File: src/rtl/carry_accumulator.sv
// carry_accumulator
//   Accumulates a burst of COUNT operands into a WIDTH-bit running sum using
//   a carry-select adder, counts the carry-outs of every addition, and then
//   presents {CarryCount, Result, Overflow} on a valid/ready handshake.
//
// Ports:
//   clk, rst        clock, asynchronous active-high reset
//   start           begin a burst (sampled in IDLE only)
//   operand         next operand to accumulate
//   operandValid    operand valid this cycle
//   operandReady    block accepts an operand this cycle (ACCUM only)
//   Result          accumulator register (visible in every state)
//   CarryCount      carry-outs seen during the burst (saturating)
//   Overflow        sticky: a carry arrived while CarryCount was saturated
//   resultValid     outputs are final (DONE)
//   resultReady     downstream accepts the result
//   busy            high in ACCUM and DONE
module carry_accumulator #(
  parameter int WIDTH = 16,
  parameter int COUNT = 4,
  parameter int CNT_W = 8
) (
  input  logic             clk,
  input  logic             rst,
  input  logic             start,
  input  logic [WIDTH-1:0] operand,
  input  logic             operandValid,
  output logic             operandReady,
  output logic [WIDTH-1:0] Result,
  output logic [CNT_W-1:0] CarryCount,
  output logic             Overflow,
  output logic             resultValid,
  input  logic             resultReady,
  output logic             busy
);

  localparam logic [1:0] S_IDLE  = 2'd0;
  localparam logic [1:0] S_ACCUM = 2'd1;
  localparam logic [1:0] S_DONE  = 2'd2;

  // Split point of the carry-select adder.
  localparam int LO = WIDTH / 2;
  localparam int HI = WIDTH - LO;

  localparam logic [7:0] LAST = 8'(COUNT - 1);

  logic [1:0]       r_state;
  logic [WIDTH-1:0] r_acc;
  logic [CNT_W-1:0] r_cc;
  logic             r_ov;
  logic [7:0]       r_cnt;

  logic [LO:0]      w_lo;
  logic [HI:0]      w_hi0;
  logic [HI:0]      w_hi1;
  logic [HI:0]      w_hi;
  logic [WIDTH-1:0] w_sum;
  logic             w_carry;
  logic             w_hs;

  // Carry-select: both upper-half sums are formed in parallel with the lower
  // half, and the lower-half carry picks one of them.
  always_comb begin
    w_lo    = {1'b0, r_acc[LO-1:0]} + {1'b0, operand[LO-1:0]};
    w_hi0   = {1'b0, r_acc[WIDTH-1:LO]} + {1'b0, operand[WIDTH-1:LO]};
    w_hi1   = w_hi0 + (HI+1)'(1);
    w_hi    = w_lo[LO] ? w_hi1 : w_hi0;
    w_sum   = {w_hi[HI-1:0], w_lo[LO-1:0]};
    w_carry = w_hi[HI];
  end

  assign operandReady = (r_state == S_ACCUM);
  assign resultValid  = (r_state == S_DONE);
  assign busy         = (r_state == S_ACCUM) || (r_state == S_DONE);
  assign w_hs         = operandValid && operandReady;

  assign Result     = r_acc;
  assign CarryCount = r_cc;
  assign Overflow   = r_ov;

  always_ff @(posedge clk or posedge rst) begin
    if (rst) begin
      r_state <= S_IDLE;
      r_acc   <= '0;
      r_cc    <= '0;
      r_ov    <= 1'b0;
      r_cnt   <= '0;
    end else begin
      case (r_state)
        S_IDLE: begin
          if (start) begin
            r_acc   <= '0;
            r_cc    <= '0;
            r_ov    <= 1'b0;
            r_cnt   <= '0;
            r_state <= S_ACCUM;
          end
        end
        S_ACCUM: begin
          if (w_hs) begin
            r_acc <= w_sum;
            if (w_carry) begin
              // Saturate the carry counter; Overflow stays set until next start.
              if (r_cc == '1) r_ov <= 1'b1;
              else            r_cc <= r_cc + CNT_W'(1);
            end
            if (r_cnt == LAST) r_state <= S_DONE;
            else               r_cnt   <= r_cnt + 8'd1;
          end
        end
        S_DONE: begin
          if (resultReady) r_state <= S_IDLE;
        end
        default: r_state <= S_IDLE;
      endcase
    end
  end

endmodule

File: config.mk
export PLATFORM = sky130hd
export DESIGN_NAME = carry_accumulator
export DESIGN_NICKNAME = d
export VERILOG_FILES = /design/src/rtl/carry_accumulator.sv
export SDC_FILE = /design/constraint.sdc
export NUM_CORES = 1
export LEC_CHECK = 0
export ABC_AREA = 0
export CAP_MARGIN = 10
export CORE_UTILIZATION = 40
export DETAILED_ROUTE_END_ITERATION = 8
export DONT_BUFFER_PORTS = 1
export GPL_TIMING_DRIVEN = 0
export HOLD_SLACK_MARGIN = 0.15
export PLACE_DENSITY = 0.65
export SETUP_SLACK_MARGIN = 0.05
export SLEW_MARGIN = 20
export SYNTH_ARGS = -nofsm -noshare
export SYNTH_HDL_FRONTEND = slang
export SYNTH_SLANG_ARGS = --single-unit
File: constraint.sdc
create_clock -name clk -period 4.6 [get_ports clk]
set_clock_uncertainty 0.15 [all_clocks]
set_input_delay 0.46 -clock clk [delete_from_list [all_inputs] [get_ports clk]]
set_output_delay 0.46 -clock clk [all_outputs]
set_load 0.01 [all_outputs]
==> results by group, run 1 <==
Placement
  – Dpl cell area: 2790 um2
  – GP Congestion: 0.842
  – DP Worst Slack: 1.26 ns
  – Hpwl dp: 4.56 mm
  – PortBufs: 0

CTS
  – Clock transition at path regs: 0.07 ns
  – Post-CTS setup buffer count: 0
  – CTS Root Cell: clkbuf_8
  – Post_cts resized: 0
  – Total CTS buffers: 5
  – Max Root-Sink Buffers: 2
  – CTS tree: yes
  – Worst-Skew Late Latency: 0.29 ns
  – CTS HTree Levels: 2
  – Clock Sinks: 35

Synthesis
  – Multiplexer share of the synthesized area: 0.0525
  – Syn_nets: 342
  – Synth Area in Simple Gates: 0.246
  – Adder-cell share of the synthesized area: 0.122
  – Synth area leaders: dfrtp_1 33%, ha_1 11%, mux2i_1 4.8%
  – EDFF count, synth: 0
  – Synthesized area: 2690 um2
  – Most common cell in the netlist: dfrtp_1
  – Post-synth top flop: dfrtp_1
  – FF+latch count, synth: 35
  – Most frequent cells after synthesis: 35 x dfrtp_1, 33 x nand2_1, 23 x ha_1
  – Synth area leader: dfrtp_1
  – Syn_area_per_cell: 9.10 um2
  – Syn. warnings: 0
  – Complex-gate fraction of the synthesized area: 0.168
  – Seq/Total Area, Yosys: 0.325
  – Post-synth top area share: 0.325
  – Syn Inst Count: 296
  – Cell variety after synth: 54
  – XOR/XNOR share of the synthesized area: 0.0651
  – Main combinational cell family by area after synthesis: simple AND/OR/NAND/NOR gates
  – Async set-reset flop share out of synthesis: 1.00

Floorplan
  – Area of the die: 7060 um2
  – I/O pin cnt: 49
  – Initial Utilization: 0.419
  – Die Wd: 84.0 um
  – Die height: 84.0 um
  – Core area: 6420 um2
  – Cell Rows: 29

Worst setup path
  – Arrival time worst endpoint: 3.43 ns
  – CP Capture Type: flip-flop
  – Crit start category: flip-flop
  – Crit path launch: Result[0]$_DFFE_PP0P_
  – Largest fanout on the critical path: 7
  – Required @ worst endpoint: 4.66 ns
  – Worst r2r path cells: 10
  – Setup CP Type: flip-flop to flip-flop
  – R2R Path Start: Result[0]$_DFFE_PP0P_

Pwr
  – Sequential share of power: 0.308
  – Total power: 1540 uW
  – Psw: 713 uW
  – Leak: 0.00133 uW
  – Comb pwr share: 0.526
  – P_int: 824 uW
  – PD cells: 530 nW/um2
  – Switching Fraction: 0.464
  – Largest vdd supply drop: 0.295 mV
  – Clk pwr share: 0.166

Min path
  – Worst hold stages: 2
  – Hold Crit Class: primary input to flip-flop
  – Critical hold path startpoint: operand[0]

Global route
  – Grt total ovfl: 0
  – Global Route Usage Sum: 0.190
  – First-pass GRT wire length: 10.8 mm
  – Vias in the first global route: 2268
  – Largest net degree at the start of global routing: 36
  – Initial antenna violation count: 0

Detailed routing
  – Via Count: 2193
  – Detailed Route Iter0 Violations: 130
  – Routed len/inst: 15.8 um
  – Vias/cell: 5.74
  – Residual DRC: 4
  – Post-route ant nets: 0
  – DRT Pass-1 Iters: 6
  – Drt total wl: 6.02 mm

Run
  – MaxCap Viol Count: 0

Layout
  – Final Util: 0.452
  – Layout net count: 350
  – Share of cells above drive strength 1: 0.0656
  – Final Cell Area: 2900 um2
  – Antenna diodes: 0
  – Filler cell count: 631
  – Area Growth Syn to Fin: 7.81%

Timing
  – FMAX: 297 MHz
  – Finish-stage setup viols: 0
  – RSZ-0062 raised after global routing: false
  – Sum Neg Setup Slack: 0 ns
  – Fin crit share: 0.733
  – Max Slew Vio Count: 0
  – Min Tclk post-route: 3.37 ns
  – Worst setup margin: 1.23 ns
  – Final hold viol count: 0
  – Relative slew slack: 0.405
  – Tightest Pin Transition: 0.889 ns

Run status
  – Failing checks: design-rule violations
  – Status: finished with violations
state kept, by name, indices dropped and copies added, names as in the netlist:
register and count:
CarryCount 8, Overflow 1, Result 16, r_cnt 8, r_state 2
cell type report:
class	count	area (um2)	share of cell area
buffer	5	18.8	0.00647
clock buffer	7	96.3	0.0332
clock inverter	1	7.51	0.00259
inverter	10	37.5	0.0129
multi-input combinational	246	1760	0.606
sequential	35	876	0.302
tap	77	96.3	0.0332
timing repair buffer	1	10.0	0.00345
timing repair:
item | CTS | global route
hold buffers | 1 | 0
hold endpoints to repair | 35 | 0
endpoints found under the setup margin | 0 | 0
through the flow:
stage                     hold WS (ns)  instances
after CTS                        0.256        382
after global placement           0.357        373
after global routing             0.264        382
after detailed placement         0.365        373
after floorplan                  0.331        296
final                            0.265        382
power groups by stage:
stage / combinational (uW) / sequential (uW) / clock [uW]
2_1_floorplan: 656 / 458 / 0
3_3_place_gp: 791 / 479 / 0
3_5_place_dp: 805 / 482 / 0
4_1_cts: 814 / 476 / 263
5_1_grt: 929 / 486 / 277
6_report: 808 / 473 / 256
worst max-delay path, stage by stage (launching register included):
cell       delay (ns)
dfrtp_1          0.44
ha_1             0.21
inv_1            0.05
fa_1             0.37
and2b_1          0.24
o2111ai_1        0.16
a31oi_1          0.42
nand3_2          0.22
nor3_4           0.43
mux2i_1          0.37
mux2i_1          0.22
kinds of logic (layout without fill, tap and decap cells):
| logic type | count (synthesis) | after routing |
|---|---|---|
| DFF | 35 | 35 |
| adders and majority gates | 25 | 25 |
| xor gates and xnor gates | 20 | 20 |
| buffers and inverters | 15 | 24 |
| muxes | 14 | 14 |
| AOI/OAI and AO/OA | 66 | 66 |
| and+or+nand+nor | 121 | 121 |
layer usage:
| layer | vias up | track usage | routed length, um |
|---|---|---|---|
| met5 | - | 0 | 0 |
| met4 | 0 | 0.0721 | 119 |
| met3 | 8 | 0.0376 | 295 |
| met2 | 41 | 0.314 | 2870 |
| met1 | 1046 | 0.244 | 2730 |
| li1 | 1098 | - | - |
path summary, 6_finish.rpt:
check,end,slack (ns)
worst min-delay path,Result[0]$_DFFE_PP0P_,0.26
worst min register to register,r_cnt[0]$_DFFE_PP0P_,0.39
max in group asynchronous,r_cnt[2]$_DFFE_PP0P_,3.18
min in group asynchronous,r_state[0]$_DFFE_PP0P_,0.61
worst max-delay path,CarryCount[0]$_DFFE_PP0P_,1.23
worst max register to register,CarryCount[0]$_DFFE_PP0P_,1.23
cell usage in the layout (no fill, tap or decap), types with 5 or more instances in the layout:
cell,Yosys,final
and3_1,7,7
nor2_1,17,17
o21ai_0,16,16
nand3_1,15,15
clkbuf_1,5,5
dfrtp_1,35,35
a21o_1,7,7
a31oi_1,5,5
nand2_1,33,33
xor2_1,10,10
inv_1,10,9
a21oi_1,10,10
xnor2_1,10,10
clkbuf_8,0,7
nand2b_1,13,13
nor3_1,6,6
mux2i_1,13,13
ha_1,23,23
(Power assumes the default switching activity.)
==> run 2, diff against run 1 <==
- PLACE_DENSITY: 0.65 -> 0.67
- clock period: 4.6 -> 2.9 ns (I/O delays scaled with it)
==> run 2 against run 1 <==
Wire length rose by 6.2%; sequential cell count is the same; critical path type unchanged; setup slack got worse by 1.2 ns; non-clock buffer count is 12 higher; the flow still finishes with violations (design-rule violations).
==> results by group, run 2 (synthesis gave the netlist of run 1 again) <==
Timing
  – Finish-stage setup viols: 0
  – Fin crit share: 0.993
  – Final hold viol count: 0
  – Max Slew Vio Count: 0
  – Sum Neg Setup Slack: 0 ns
  – Tightest Pin Transition: 0.573 ns
  – Min Tclk post-route: 2.88 ns
  – RSZ-0062 raised after global routing: true
  – FMAX: 347 MHz
  – Relative slew slack: 0.616

Floorplan
  – Die Wd: 84.0 um
  – Die height: 84.0 um
  – Core area: 6420 um2
  – Initial Utilization: 0.419
  – Cell Rows: 29
  – Area of the die: 7060 um2
  – I/O pin cnt: 49

CTS
  – CTS tree: yes
  – Clock transition at path regs: 0.08 ns
  – Worst-Skew Late Latency: 0.29 ns
  – CTS HTree Levels: 2
  – CTS Root Cell: clkbuf_8
  – Total CTS buffers: 5
  – Clock Sinks: 35
  – Max Root-Sink Buffers: 2

Pwr
  – Leak: 0.00141 uW
  – Largest vdd supply drop: 0.587 mV
  – PD cells: 828 nW/um2

Global route
  – Vias in the first global route: 2279
  – First-pass GRT wire length: 10.9 mm
  – Initial antenna violation count: 0
  – Global Route Usage Sum: 0.192
  – Largest net degree at the start of global routing: 19
  – Grt total ovfl: 0

Worst setup path
  – Setup CP Type: flip-flop to flip-flop
  – CP Capture Type: flip-flop
  – Crit start category: flip-flop
  – Arrival time worst endpoint: 2.94 ns
  – Required @ worst endpoint: 2.96 ns
  – Largest fanout on the critical path: 4

Detailed routing
  – DRT Pass-1 Iters: 7
  – Residual DRC: 3
  – Detailed Route Iter0 Violations: 93
  – Met2 Routed Length: 3.13 mm
  – Routed len/inst: 16.2 um
  – Met3 wire len: 348 um
  – Post-route ant nets: 0
  – Via Count: 2279
  – WL met1: 2.86 mm
  – Vias/cell: 5.78
  – Top sig layer: met4
  – Drt total wl: 6.39 mm

Placement
  – GP Congestion: 0.824
  – Post-Place Cells: 374
  – Hpwl dp: 4.64 mm
  – PortBufs: 0

Layout
  – Layout net count: 362
  – Most frequent cells in the layout: 33 x dfrtp_1, 33 x nand2_1, 18 x ha_1
  – Share of cells above drive strength 1: 0.167
  – Max reg flops: 16
  – Post-route insts no fill: 394
  – Antenna diodes: 0
  – Area Growth Syn to Fin: 19.3%

Run status
  – Status: finished with violations
  – Failing checks: design-rule violations

Min path
  – Hold Crit Class: primary input to flip-flop

Run
  – MaxCap Viol Count: 0
-- run 2: changes by cell type in the layout (fill, tap and decap cells not counted), sizes merged --
cell         delta
buf            +11
dlygate4sd3     +1
-- run 2: final timing paths --
check,startpoint,to,slack [ns],depth (start not counted)
worst max-delay path,Result[8]$_DFFE_PP0P_,CarryCount[0]$_DFFE_PP0P_,0.02,10
worst min-delay path,operand[1],Result[1]$_DFFE_PP0P_,0.18,3
worst max register to register,Result[8]$_DFFE_PP0P_,CarryCount[0]$_DFFE_PP0P_,0.02,10
worst min register to register,r_cnt[0]$_DFFE_PP0P_,r_cnt[0]$_DFFE_PP0P_,0.37,1
max in group asynchronous,rst,CarryCount[1]$_DFFE_PP0P_,1.81,3
min in group asynchronous,rst,Result[8]$_DFFE_PP0P_,0.33,2
-- run 2: stage by stage --
step | worst slack (ns) | hold slack, ns | total power [uW] | instance area (um2) | util
global placement | -0.304 | 0.360 | 2050 | 2820 | 0.439
floorplan | 0.0341 | 0.294 | 1800 | 2720 | -
detailed placement | -0.349 | 0.0608 | 2090 | 2850 | 0.443
global route | -0.0703 | 0.187 | 2890 | 3210 | 0.500
CTS | 0.00522 | 0.172 | 2590 | 3110 | 0.485
finish | 0.0210 | 0.179 | 2660 | 3210 | 0.500
-- run 2: per-layer routing --
| metal | vias to the layer above | global-route usage |
|---|---|---|
| met4 | 0 | 0.0517 |
| met5 | - | 0 |
| met2 | 54 | 0.326 |
| met1 | 1096 | 0.249 |
| met3 | 5 | 0.0366 |
| li1 | 1124 | - |
-- run 2: where the power goes --
part | leakage [uW] | total (uW) | switching, uW | internal [uW]
clock network | 0.0000505 | 407 | 191 | 216
registers | 0.000471 | 760 | 158 | 602
logic | 0.000885 | 1490 | 889 | 603
-- run 2: what timing repair did --
item | in CTS | in global routing
gates cloned | 0 | 0
hold endpoints to repair | 36 | 0
pin swaps | 7 | 10
buffers inserted | 10 | 0
setup endpoints to repair | 9 | 10
resized for setup | 13 | 16
hold buffers | 2 | 0
-- run 2: cell type report --
class | instances | area (um2)
clock buffer | 7 | 96.3
clock inverter | 1 | 7.51
buffer | 5 | 20.0
sequential | 35 | 878
multi-input combinational | 246 | 1950
timing repair buffer | 13 | 130
tap | 77 | 96.3
inverter | 10 | 37.5
fill | 584 | 3210
-- run 2: worst max-delay path: stages, from the launching register on --
cell,delay (ns)
dfrtp_2,0.45
ha_4,0.18
fa_2,0.39
and3_4,0.16
o21a_4,0.22
o31ai_4,0.25
o311ai_4,0.18
nor3_4,0.22
buf_6,0.15
mux2i_4,0.25
mux2i_1,0.19
==> run 3, diff against run 2 <==
- PLACE_DENSITY: 0.67 -> 0.65
- clock period: 2.9 -> 3.1 ns (I/O delays scaled with it)
==> run 3 against run 2 <==
The run still ends with design-rule violations left; wire length fell by 0.97%; highest routed layer unchanged; largest power group unchanged; clock-buffer cell count did not move; critical path depth rose by 2; largest cell class unchanged; total power fell by 9.2%.
==> results by group, run 3 (synthesis gave the netlist of run 1 again) <==
Layout
  – Filler cell count: 603
  – Final Cell Area: 3100 um2
  – Layout net count: 361
  – Share of cells above drive strength 1: 0.139
  – Max reg flops: 16
  – Most frequent cells in the layout: 33 x dfrtp_1, 33 x nand2_1, 21 x ha_1
  – Area Growth Syn to Fin: 15.1%
  – Antenna diodes: 0

Worst setup path
  – Arrival time worst endpoint: 3.08 ns
  – Critical Path Max Stage Delay: 0.46 ns
  – CP dominant cell by count: buf_6
  – Crit start category: flip-flop
  – Largest fanout on the critical path: 4
  – Worst path bufs/invs: 3
  – Slowest cell on crit path: dfrtp_2
  – CP Capture Type: flip-flop
  – Required @ worst endpoint: 3.17 ns
  – CP Cell Sequence: ha_4 -> fa_2 -> and3_4 -> o21a_4 -> buf_4 -> o31ai_4 -> o311ai_4 -> nor3_4 -> buf_6 -> buf_6 -> mux2i_2 -> mux2i_1
  – Setup CP Type: flip-flop to flip-flop
  – Critical path's top delay family: compound AO/OA/AOI/OAI gates

Floorplan
  – Cell Rows: 29
  – Initial Utilization: 0.419
  – I/O pin cnt: 49
  – Die height: 84.0 um
  – Area of the die: 7060 um2
  – Core area: 6420 um2
  – Die Wd: 84.0 um

Detailed routing
  – Routed len/inst: 16.1 um
  – Detailed Route Iter0 Violations: 157
  – Via Count: 2256
  – Vias/cell: 5.74
  – Drt total wl: 6.33 mm
  – Post-route ant nets: 0
  – Residual DRC: 4
  – DRT Pass-1 Iters: 6

Timing
  – Sum Neg Setup Slack: 0 ns
  – Min Tclk post-route: 3.01 ns
  – RSZ-0062 raised after global routing: true
  – Worst setup margin: 0.0877 ns
  – Relative slew slack: 0.392
  – Fin crit share: 0.972
  – Finish-stage setup viols: 0
  – Final hold viol count: 0
  – FMAX: 332 MHz
  – Max Slew Vio Count: 0
  – Tightest Pin Transition: 0.908 ns
  – Hold WS: 0.202 ns

CTS
  – CTS tree: yes
  – Total CTS buffers: 5
  – Clock Sinks: 35
  – CTS Root Cell: clkbuf_8
  – Max Root-Sink Buffers: 2
  – Clock transition at path regs: 0.08 ns
  – Worst-Skew Late Latency: 0.29 ns
  – CTS HTree Levels: 2

Global route
  – Largest net degree at the start of global routing: 36
  – Grt total ovfl: 0
  – First-pass GRT wire length: 11.0 mm
  – Initial antenna violation count: 0
  – Global Route Usage Sum: 0.193
  – Vias in the first global route: 2294

Pwr
  – Leak: 0.00140 uW
  – PD cells: 779 nW/um2
  – Total power: 2410 uW
  – Largest vdd supply drop: 0.438 mV

Min path
  – Hold Crit Class: primary input to flip-flop

Run status
  – Failing checks: design-rule violations
  – Status: finished with violations

Placement
  – GP Congestion: 0.842
  – Hpwl dp: 4.56 mm
  – Dpl cell area: 2790 um2
  – PortBufs: 0
  – DP Worst Slack: -0.237 ns

Run
  – MaxCap Viol Count: 0
[run 3: cell count changes in the layout (fill, tap and decap cells not counted), sizes merged]
cell / change
buf: -1
[run 3: per-stage QoR]
stage / cells / util
6_report: 393 / 0.483
5_1_grt: 393 / 0.483
4_1_cts: 389 / 0.466
3_5_place_dp: 373 / 0.434
3_3_place_gp: 373 / 0.434
2_1_floorplan: 296 / -
[run 3: layer usage]
layer  vias to the layer above  track usage  wire length [um]
met5                         -            0                 0
met4                         0       0.0705               119
met3                         8       0.0376               289
met2                        45        0.324              3100
met1                      1083        0.246              2820
li1                       1120            -                 -
[run 3: final timing paths]
path / from / end / slack (ns) / cells after the start
setup reg to reg: Result[8]$_DFFE_PP0P_ / CarryCount[2]$_DFFE_PP0P_ / 0.09 / 12
hold reg to reg: r_cnt[0]$_DFFE_PP0P_ / r_cnt[0]$_DFFE_PP0P_ / 0.39 / 1
max in group asynchronous: rst / Result[0]$_DFFE_PP0P_ / 1.79 / 2
setup / recovery: Result[8]$_DFFE_PP0P_ / CarryCount[2]$_DFFE_PP0P_ / 0.09 / 12
min in group asynchronous: rst / r_state[0]$_DFFE_PP0P_ / 0.46 / 2
hold / removal: operand[1] / Result[1]$_DFFE_PP0P_ / 0.20 / 3
[run 3: repair_timing]
| item | 4_1_cts | 5_1_grt |
|---|---|---|
| endpoints found under the setup margin | 8 | 8 |
| hold endpoints to repair | 36 | 0 |
| buffers inserted | 6 | 4 |
| hold buffers | 2 | 0 |
| pin swaps | 4 | 9 |
| resized for setup | 7 | 15 |
[run 3: tightest hold or removal path, cell delays in order]
cell and delay (ns):
inv_1 0.06, fa_1 0.17, o22ai_1 0.06
[run 3: area by class of cell]
type	instances	area, um2	area share
multi-input cells	246	1860	0.601
well taps	77	96.3	0.0311
clock buffers	7	96.3	0.0311
repair buffers	12	103	0.0331
plain buffers	5	18.8	0.00606
flip-flops and latches	35	878	0.283
clock inverters	1	7.51	0.00242
inverters	10	37.5	0.0121
[run 3: power by group]
group	switching, uW	leakage, uW	total [uW]	internal [uW]
combinational	796	0.000873	1330	531
clock	179	0.0000505	382	202
sequential	144	0.000471	707	563
total	1120	0.00140	2410	1300
==> RTL edit (flow settings as in run 2) <==
Register the output `CarryCount` once more, without a reset; this adds one clock of latency there. The other outputs are not delayed to match.
--- a/src/rtl/carry_accumulator.sv
+++ b/src/rtl/carry_accumulator.sv
@@ -75,7 +75,9 @@
   assign w_hs         = operandValid && operandReady;
 
   assign Result     = r_acc;
-  assign CarryCount = r_cc;
+  always_ff @(posedge clk) begin
+    CarryCount <= r_cc;
+  end
   assign Overflow   = r_ov;
 
   always_ff @(posedge clk or posedge rst) begin
Behaviour: not the same (Yosys sat finds a counterexample within 4 cycles, from zero or initial values and one cycle with rst high).
==> RTL edit against run 2 <==
Worst setup slack got worse by 0.39 ns. Final cell count fell by 3.3%. Sequential power rose by 22%. Final area fell by 0.39%. Total power rose by 11%. Largest cell class unchanged. The run ends with negative setup slack left. Critical path type unchanged. Sequential cell count rose by 8. Wire length fell by 6.0%. Area after synthesis fell by 0.79%. Non-clock buffer count rose by 6. Synthesized cell count fell by 6.1%.
==> RTL edit: results (changes against run 2) <==
* Wire length on met3 at 217 um (was 348 um)
* Status: finished with violations (unchanged)
* DRT Wirelength at 6010 um (was 6390 um)
* Vias per std cell at 5.53 (was 5.78)
* Setup TNS at -2.44 ns (was 0 ns)
* Multiplexer share of the synthesized area at 0.00796 (was 0.0525)
* Area contributors post-synth: dfrtp_1 (33%), ha_1 (11%), dfxtp_1 (6.0%) (was dfrtp_1 (33%), ha_1 (11%), mux2i_1 (4.8%))
* Setup ws final at -0.368 ns (was 0.0210 ns)
* Synth Area in XOR/XNOR at 0.0721 (was 0.0651)
* DRT iter0 DRCs at 129 (was 93)
* CP Max Fanout at 8 (was 4)
* First-pass GRT wire length at 10000 um (was 10900 um)
* Cts bufs inserted at 5 (unchanged)
* Peak VDD IR at 643 uV (was 587 uV)
* Share of cells above drive strength 1 at 0.204 (was 0.167)
* Met2 wire len at 3090 um (was 3130 um)
* Final setup vio count at 8 (was 0)
* Synth cell types at 53 (was 54)
* GR Util met2 at 0.310 (was 0.326)
* WL met1 at 2630 um (was 2860 um)
* Pre-antenna DRT Iters at 4 (was 7)
* Slew Limit Headroom at 0.408 (was 0.616)
* Met1 GRT Util at 0.216 (was 0.249)
* Adder-cell share of the synthesized area at 0.123 (was 0.122)
* Post-Syn Nets at 324 (was 342)
* Leak Pwr at 1.43 nW (was 1.41 nW)
* Fraction of registers with async set or reset after synthesis at 0.814 (was 1.00)
* Final GP Congestion at 0.786 (was 0.824)
* Total Routing Usage GR at 0.178 (was 0.192)
* Commonest cells post-synth: dfrtp_1 (35), nand2_1 (31), o21ai_0 (25), ha_1 (23), a21oi_1 (17) (was dfrtp_1 (35), nand2_1 (33), ha_1 (23), nor2_1 (17), o21ai_0 (16))
* Largest net degree at the start of global routing at 25 (was 19)
* Violated checks: negative setup slack (was design-rule violations)
* Worst hold slack at 0.162 ns (was 0.179 ns)
* Number of remaining DRC errors at 0 (was 3)
* Grt met3 use at 0.0376 (was 0.0366)
* Dpl hpwl at 4120 um (was 4640 um)
* Arr. time, crit path at 3.31 ns (was 2.94 ns)
* Per-cell routed wire length at 15.8 um (was 16.2 um)
* Inst Count DP at 356 (was 374)
* Synth Area per Inst at 9.61 um^2 (was 9.10 um^2)
[RTL edit: critical path, delay by kind of cell, from the launching register on]
family          cells  cell delay, ns
compound gates      4            1.07
fa+ha+maj           2            0.52
flops               1            0.46
mux                 1            0.34
simple gates        1            0.32
buf+inv             1            0.16
xor+xnor            1            0.13
[RTL edit: repair_timing]
action / in CTS / in global routing
pin swaps: 7 / 14
setup endpoints to repair: 15 / 20
resized for setup: 11 / 25
hold buffers: 2 / 0
hold endpoints to repair: 36 / 0
setup buffers: 9 / 6
[RTL edit: area by class of cell]
cell class | count | area [um^2]
fillers | 564 | 3190
inverters | 14 | 52.6
repair buffers | 18 | 160
flip-flops and latches | 43 | 1040
plain buffers | 6 | 25.0
well taps | 77 | 96.3
clock inverters | 1 | 8.76
multi-input cells | 215 | 1730
clock buffers | 7 | 86.3
[RTL edit: where the power goes]
group	leakage [nW]	switching, mW	total, mW	internal [mW]
logic	0.846	0.923	1.61	0.690
registers	0.534	0.190	0.931	0.741
clock network	0.0484	0.222	0.418	0.196
[RTL edit: logic make-up (layout without fill, tap and decap cells)]
group / Yosys count / count (layout)
compound gates: 75 / 75
xor+xnor: 22 / 22
fa+ha+maj: 25 / 25
buf+inv: 20 / 46
flops: 43 / 43
mux: 2 / 2
simple gates: 91 / 91
[RTL edit: path summary, 6_finish.rpt]
path                            start             to
max in group asynchronous         rst     Result[12]
min in group asynchronous         rst      Result[4]
hold reg to reg               r_cc[5]  CarryCount[5]
setup / recovery            Result[8]        r_cc[0]
hold / removal             operand[1]      Result[1]
setup reg to reg            Result[8]        r_cc[0]
